File: src/rtl/message_slicer_fifo_if.sv
// Handshake bundle for message_slicer_fifo: wide-word toggle-strobe input, narrow valid/ready output.
// out_last exists only when MESSAGE_SLICER_FIFO_LAST_EN is defined.
interface message_slicer_fifo_if #(
    parameter int N_SLICES          = 2,
    parameter int LOG_N_SLICES      = 1,
    parameter int WIDTH             = 32,
    parameter int LOG_BUFFER_LENGTH = 5
);
    logic [WIDTH*N_SLICES-1:0]  in_data;
    logic [LOG_N_SLICES:0]      in_len;
    logic                       in_nd;
    logic [WIDTH-1:0]           out_data;
    logic                       out_valid;
    logic                       out_ready;
    logic [LOG_BUFFER_LENGTH:0] fill_count;
    logic                       error;
`ifdef MESSAGE_SLICER_FIFO_LAST_EN
    logic                       out_last;
`endif

    modport master (
        output in_data, in_len, in_nd, out_ready,
        input  out_data, out_valid, fill_count, error
`ifdef MESSAGE_SLICER_FIFO_LAST_EN
        , input out_last
`endif
    );

    modport slave (
        input  in_data, in_len, in_nd, out_ready,
        output out_data, out_valid, fill_count, error
`ifdef MESSAGE_SLICER_FIFO_LAST_EN
        , output out_last
`endif
    );
endinterface

File: src/rtl/message_slicer_fifo.sv
// Buffered serialiser: wide words enter a FIFO on a toggle strobe and leave one WIDTH slice per beat.
// Optional end-of-word flag out_last is enabled by defining MESSAGE_SLICER_FIFO_LAST_EN.
module message_slicer_fifo #(
    parameter int N_SLICES          = 2,
    parameter int LOG_N_SLICES      = 1,
    parameter int WIDTH             = 32,
    parameter int BUFFER_LENGTH     = 32,
    parameter int LOG_BUFFER_LENGTH = 5
) (
    input logic                 clk,
    input logic                 rst,
    message_slicer_fifo_if.slave bus
);
    localparam int DATA_W  = WIDTH * N_SLICES;
    localparam int LEN_W   = LOG_N_SLICES + 1;
    localparam int ENTRY_W = DATA_W + LEN_W;
    localparam int PTR_W   = LOG_BUFFER_LENGTH;
    localparam int FILL_W  = LOG_BUFFER_LENGTH + 1;

    localparam logic [LEN_W-1:0]  LEN_ZERO  = {LEN_W{1'b0}};
    localparam logic [LEN_W-1:0]  LEN_ONE   = {{(LEN_W-1){1'b0}}, 1'b1};
    localparam logic [LEN_W-1:0]  MAX_LEN   = LEN_W'(N_SLICES);
    localparam logic [PTR_W-1:0]  PTR_ONE   = {{(PTR_W-1){1'b0}}, 1'b1};
    localparam logic [FILL_W-1:0] FILL_ZERO = {FILL_W{1'b0}};
    localparam logic [FILL_W-1:0] FILL_ONE  = {{(FILL_W-1){1'b0}}, 1'b1};
    localparam logic [FILL_W-1:0] FULL_LVL  = FILL_W'(BUFFER_LENGTH);
    localparam logic [LOG_N_SLICES-1:0] IDX_ZERO = {LOG_N_SLICES{1'b0}};
    localparam logic [LOG_N_SLICES-1:0] IDX_ONE  = {{(LOG_N_SLICES-1){1'b0}}, 1'b1};

    logic [ENTRY_W-1:0]      mem_q [BUFFER_LENGTH];
    logic [PTR_W-1:0]        wr_ptr_q, wr_ptr_d, rd_ptr_q, rd_ptr_d;
    logic [FILL_W-1:0]       fill_q, fill_d;
    logic [LOG_N_SLICES-1:0] slice_idx_q, slice_idx_d;
    logic                    old_nd_q, old_nd_d;
    logic [WIDTH-1:0]        out_data_q, out_data_d;
    logic                    out_valid_q, out_valid_d;
    logic                    error_q, error_d;
    logic                    last_q, last_d;

    logic               toggle_s, len_bad_s, full_s, empty_s, wr_en_s;
    logic               load_s, pop_s, release_s;
    logic [ENTRY_W-1:0] rd_entry_s;
    logic [DATA_W-1:0]  rd_data_s;
    logic [LEN_W-1:0]   rd_len_s;
    logic [WIDTH-1:0]   slice_s;

    // Write/read qualifiers; fullness uses the start-of-cycle count so a same-cycle release cannot admit a write.
    always_comb begin
        toggle_s   = (bus.in_nd != old_nd_q);
        len_bad_s  = (bus.in_len == LEN_ZERO) || (bus.in_len > MAX_LEN);
        full_s     = (fill_q == FULL_LVL);
        empty_s    = (fill_q == FILL_ZERO);
        wr_en_s    = toggle_s && !len_bad_s && !full_s;
        rd_entry_s = mem_q[rd_ptr_q];
        rd_data_s  = rd_entry_s[ENTRY_W-1 -: DATA_W];
        rd_len_s   = rd_entry_s[LEN_W-1:0];
        slice_s    = rd_data_s[DATA_W-1 - int'(slice_idx_q)*WIDTH -: WIDTH];
        load_s     = !out_valid_q || bus.out_ready;
        pop_s      = load_s && !empty_s;
        release_s  = pop_s && ({1'b0, slice_idx_q} == (rd_len_s - LEN_ONE));
    end

    // Next-state logic for pointers, fill level, output register and sticky error.
    always_comb begin
        wr_ptr_d    = wr_ptr_q;
        rd_ptr_d    = rd_ptr_q;
        fill_d      = fill_q;
        slice_idx_d = slice_idx_q;
        old_nd_d    = old_nd_q;
        out_data_d  = out_data_q;
        out_valid_d = out_valid_q;
        error_d     = error_q;
        last_d      = last_q;

        if (toggle_s) begin
            old_nd_d = bus.in_nd;
            if (len_bad_s || full_s) begin
                error_d = 1'b1;
            end else begin
                wr_ptr_d = wr_ptr_q + PTR_ONE;
            end
        end else begin
            old_nd_d = old_nd_q;
        end

        if (pop_s) begin
            out_data_d  = slice_s;
            out_valid_d = 1'b1;
            last_d      = release_s;
            if (release_s) begin
                slice_idx_d = IDX_ZERO;
                rd_ptr_d    = rd_ptr_q + PTR_ONE;
            end else begin
                slice_idx_d = slice_idx_q + IDX_ONE;
            end
        end else if (load_s) begin
            out_valid_d = 1'b0;
            last_d      = 1'b0;
        end else begin
            out_valid_d = out_valid_q;
        end

        case ({wr_en_s, release_s})
            2'b10:   fill_d = fill_q + FILL_ONE;
            2'b01:   fill_d = fill_q - FILL_ONE;
            default: fill_d = fill_q;
        endcase
    end

    // Control and output state registers.
    always_ff @(posedge clk or posedge rst) begin
        if (rst) begin
            wr_ptr_q    <= {PTR_W{1'b0}};
            rd_ptr_q    <= {PTR_W{1'b0}};
            fill_q      <= FILL_ZERO;
            slice_idx_q <= IDX_ZERO;
            old_nd_q    <= 1'b0;
            out_data_q  <= {WIDTH{1'b0}};
            out_valid_q <= 1'b0;
            error_q     <= 1'b0;
            last_q      <= 1'b0;
        end else begin
            wr_ptr_q    <= wr_ptr_d;
            rd_ptr_q    <= rd_ptr_d;
            fill_q      <= fill_d;
            slice_idx_q <= slice_idx_d;
            old_nd_q    <= old_nd_d;
            out_data_q  <= out_data_d;
            out_valid_q <= out_valid_d;
            error_q     <= error_d;
            last_q      <= last_d;
        end
    end

    // Word storage; contents intentionally survive reset.
    always_ff @(posedge clk) begin
        if (wr_en_s) begin
            mem_q[wr_ptr_q] <= {bus.in_data, bus.in_len};
        end
    end

    assign bus.out_data   = out_data_q;
    assign bus.out_valid  = out_valid_q;
    assign bus.fill_count = fill_q;
    assign bus.error      = error_q;
`ifdef MESSAGE_SLICER_FIFO_LAST_EN
    assign bus.out_last   = last_q;
`endif

endmodule
File: src/flat_wrapper.sv
// flat-port wrapper written by rule: the top's interface ports become plain ports
module message_slicer_fifo_flat 
#(
    parameter int N_SLICES          = 2,
    parameter int LOG_N_SLICES      = 1,
    parameter int WIDTH             = 32,
    parameter int BUFFER_LENGTH     = 32,
    parameter int LOG_BUFFER_LENGTH = 5
)
  (clk, rst, bus_in_data, bus_in_len, bus_in_nd, bus_out_ready, bus_out_data, bus_out_valid, bus_fill_count, bus_error);
  message_slicer_fifo_if #(.N_SLICES(N_SLICES), .LOG_N_SLICES(LOG_N_SLICES), .WIDTH(WIDTH), .LOG_BUFFER_LENGTH(LOG_BUFFER_LENGTH)) bus_i ();
  input logic clk;
  input logic rst;
  input wire logic [$bits(bus_i.in_data)-1:0] bus_in_data;
  input wire logic [$bits(bus_i.in_len)-1:0] bus_in_len;
  input wire logic [$bits(bus_i.in_nd)-1:0] bus_in_nd;
  input wire logic [$bits(bus_i.out_ready)-1:0] bus_out_ready;
  output wire logic [$bits(bus_i.out_data)-1:0] bus_out_data;
  output wire logic [$bits(bus_i.out_valid)-1:0] bus_out_valid;
  output wire logic [$bits(bus_i.fill_count)-1:0] bus_fill_count;
  output wire logic [$bits(bus_i.error)-1:0] bus_error;
  assign bus_i.in_data = bus_in_data;
  assign bus_i.in_len = bus_in_len;
  assign bus_i.in_nd = bus_in_nd;
  assign bus_i.out_ready = bus_out_ready;
  assign bus_out_data = bus_i.out_data;
  assign bus_out_valid = bus_i.out_valid;
  assign bus_fill_count = bus_i.fill_count;
  assign bus_error = bus_i.error;
  message_slicer_fifo #(.N_SLICES(N_SLICES), .LOG_N_SLICES(LOG_N_SLICES), .WIDTH(WIDTH), .BUFFER_LENGTH(BUFFER_LENGTH), .LOG_BUFFER_LENGTH(LOG_BUFFER_LENGTH)) u_core (.clk(clk), .rst(rst), .bus(bus_i));
endmodule
File: config.mk
export PLATFORM = sky130hd
export DESIGN_NAME = message_slicer_fifo_flat
export DESIGN_NICKNAME = d
export VERILOG_FILES = /design/src/rtl/message_slicer_fifo_if.sv /design/src/rtl/message_slicer_fifo.sv /design/src/flat_wrapper.sv
export SDC_FILE = /design/constraint.sdc
export NUM_CORES = 2
export LEC_CHECK = 0
export ABC_AREA = 1
export CORE_MARGIN = 10
export CORE_UTILIZATION = 62
export DETAILED_ROUTE_END_ITERATION = 16
export GPL_ROUTABILITY_DRIVEN = 0
export HOLD_SLACK_MARGIN = 0.02
export PLACE_DENSITY = 0.79
export REMOVE_ABC_BUFFERS = 1
export SLEW_MARGIN = 30
export SYNTH_ARGS = -nofsm -noshare
export SYNTH_HDL_FRONTEND = slang
export SYNTH_SLANG_ARGS = --single-unit
export TNS_END_PERCENT = 20
File: constraint.sdc
create_clock -name clk -period 8.2 [get_ports clk]
set_input_delay 1.23 -clock clk [delete_from_list [all_inputs] [get_ports clk]]
set_output_delay 1.23 -clock clk [all_outputs]
set_load 0.005 [all_outputs]
==> impl_results.md <==
* Status: complete, no violations
* Total Routed Length at around 230,000 um
* First-pass GRT wire length at between 300,000 and 400,000 um
* Mean post-synth cell area at 13.2 um^2
* CP Launch Type: register
* DRC at 0
* Skew final at approximately 40 ps
* Most frequent cells in the layout: 2,112 x edfxtp_1, 1,201 x nor2_1, 852 x o21ai_0, 530 x nand2_1, 383 x nand3_1
* CTS resizes at 0
* Switch share at 35.5%
* Skew-Pair Late Insertion Delay at roughly 850 ps
* Vias in the first global route at about 54,000
* FF+latch area at around 65,000 um^2
* Core area at about 140,000 um^2
* Sequential area share after synthesis at ~76%
* Wire per inst at 27.0 um
* Final Util at ~69%
* Clock Sinks at roughly 2,200
* DR vias/cell at between 6 and 7
* Relative slew slack at 26.1%
* Pre-antenna DRT Iters at 6
* Die W at 391 um
* HPWL Detailed at about 110,000 um
* Clock share of power at between 20 and 30%
* Post-CTS Setup Bufs at 0
* Unrepaired setup endpoints after global routing: no
* Setup_tns at 0 ps
* Cell Pwr Density at about 340 nW/um^2
* Fin area at between 90,000 and 100,000 um^2
* Worst setup EP type: register
* Layout cells sized above 1 at 7.57%
* Worst Path Max Fanout at a little over 90
* Final Hold Viols at 0
* Fmax at 0.207 GHz
* Internal power at about 20,000 uW
* H-tree level count at 4
* Clock buffer count from CTS at ~200
* Site row count at approximately 140
* Arrival time at the worst endpoint at 5600 ps
* Maximum vdd drop at roughly 0.39 mV
* Fill cell count at ~8,700
* Cell Area, Placed at 87,700 um^2
* Gr usage total at about 29%
* ANT nets after route at 0
* Synth warn at 0
* Initial antenna violation count at 8
* Synth Instances at about 6,500
* Setup violations, final at 0
* Setup CP Type: register to register
* 1st-iter DRT viols at between 9,000 and 10,000
* Leakage at a little over 0.03 uW
* Number of nets in the layout at 6,535
* Post-layout min period at 4830 ps
* Die Ht at approximately 390 um
* Port bufs at between 100 and 150
* Via count at about 56,000
* Psw at 11,200 uW
* P&R area growth vs syn at 10.4%
* Io pins at 110
* Least-Margin Pin Slew at around 1100 ps
* Commonest non-fill, non-tap cell in the layout: edfxtp_1
* Die area at 153,000 um^2
* Root buf cell: clkbuf_16
* Async SR Flop Fraction at under 10%
* Required time of the critical path at 8970 ps
* Largest net degree at the start of global routing at about 210
* Area of the multi-input gates at ~18,000 um^2
* Max Cap Viol at 0
* Clock slew at reported path FFs at ~60 ps
* Post-Syn Area at roughly 85,000 um^2
* Maximum root-to-sink buffer count at 3
* Yosys cell types at 34
* Number of synthesized flops with an enable pin at roughly 2,100
* Sequential share of power at 41.0%
* Part of the power in combinational logic at between 20% and 30%
* Slew Viols, Final at 0
* CTS tree: yes
* Hold crit path type: register to register
* Ys flop type: edfxtp_1
* GR Overflow Total at 0
* Initial core utilization at between 60 and 70%
* Final period utilization at approximately three fifths
* Synthesis-stage register bit count at 2,164
* Hold_buf cts at 0
* Final hold slack at 464 ps
[flip-flops by register name (all words and copies together), names as in the netlist, 5 cells and up]
| register | count |
|---|---|
| u_core.rd_ptr_q | 5 |
| u_core.bus.fill_count | 6 |
| u_core.wr_ptr_q | 5 |
| u_core.bus.out_data | 32 |
| u_core.mem_q | 2112 |
[final cells by class]
cell class	count	area share (%)
inverter	49	0.240
timing repair buffer	234	2.46
multi-input combinational	3803	19.3
clock buffer	255	5.69
tap	1794	2.38
sequential	2164	68.7
antenna	4	0.0106
clock inverter	116	1.19
[cell usage after synthesis (2+ instances only)]
library cell / number / area (um^2)
edfxtp_1: 2112 / 63400
nor2_1: 1231 / 4620
o21ai_0: 852 / 4260
nand2_1: 531 / 1990
nand3_1: 383 / 1920
o22ai_1: 233 / 1460
clkbuf_1: 214 / 803
o211ai_1: 213 / 1600
o21ai_1: 137 / 686
a21oi_1: 119 / 596
buf_2: 103 / 515
buf_6: 58 / 653
dfrtp_1: 52 / 1300
buf_4: 46 / 345
o221ai_1: 44 / 385
inv_1: 43 / 161
buf_1: 23 / 86.3
nand4_1: 23 / 144
ha_1: 10 / 125
xor2_1: 10 / 87.6
or2_2: 7 / 43.8
buf_8: 5 / 75.1
clkbuf_2: 4 / 20.0
inv_2: 3 / 11.3
clkinv_1: 2 / 7.51
nand2_2: 2 / 12.5
nor3_1: 2 / 10.0
[power by group through the flow]
stage / clock network (uW) / registers, uW / logic, uW
after floorplan: 0 / 13600 / 4920
after global placement: 0 / 13200 / 8810
after detailed placement: 0 / 13200 / 9080
after CTS: 9220 / 13000 / 9200
after global routing: 9680 / 13000 / 10100
final: 9210 / 13000 / 9410
[path summary, 6_finish.rpt]
path	start	to	slack, ps	cells after the start
min in group asynchronous	rst	u_core.bus.out_data[12]$_DFFE_PP0P_	650	2
worst min register to register	u_core.bus.error$_DFFE_PP0P_	u_core.bus.error$_DFFE_PP0P_	460	1
worst max register to register	u_core.rd_ptr_q[0]$_DFFE_PP0P_	u_core.bus.fill_count[5]$_DFFE_PP0P_	3370	22
max in group asynchronous	rst	u_core.rd_ptr_q[1]$_DFFE_PP0P_	6180	3
worst max-delay path	u_core.rd_ptr_q[0]$_DFFE_PP0P_	u_core.bus.fill_count[5]$_DFFE_PP0P_	3370	22
worst min-delay path	u_core.bus.error$_DFFE_PP0P_	u_core.bus.error$_DFFE_PP0P_	460	1
[kinds of logic (layout without fill, tap and decap cells)]
kind of cell               Yosys count  count (layout)  synth area share [%]
other                                0               4                     0
AOI/OAI and AO/OA                 1600            1600                  10.5
and+or+nand+nor                   2181            2181                  10.3
buffers and inverters              502             654                  3.14
adders and majority gates           11              11                 0.170
DFF                               2164            2164                  75.8
xor gates and xnor gates            11              11                 0.113
[worst max-delay path, cell delays in order (launching register included)]
cell and delay [ps]:
dfrtp_4 1070, buf_4 900, nor2_1 130, nor2_1 120
o21ai_1 90, a21oi_1 190, nor2_1 80, nand2_1 90
nand2_1 60, nand2_1 70, nand2_2 100, nand3_2 190
inv_1 60, ha_1 250, ha_1 350, nand3_1 100
nand3_1 80, nand2_1 100, nand2_1 50, a21oi_1 180
o21ai_0 100, a21oi_1 150, xor2_1 150
[metrics by stage]
step / setup slack, ps / std cells / total power [uW]
3_3_place_gp: 2930 / 8039 / 22000
5_1_grt: 3060 / 8418 / 32800
2_1_floorplan: -44200 / 6016 / 18500
3_5_place_dp: 2840 / 8042 / 22300
6_report: 3370 / 8419 / 31600
4_1_cts: 3490 / 8413 / 31400
[layer usage]
layer	wire length [um]	vias to the layer above	global-route usage, %
met5	0	-	0
met4	10900	0	13.6
met3	29100	672	6.48
met2	107000	4258	45.6
met1	80200	27116	38.8
li1	-	23860	-
(Power assumes the default switching activity.)
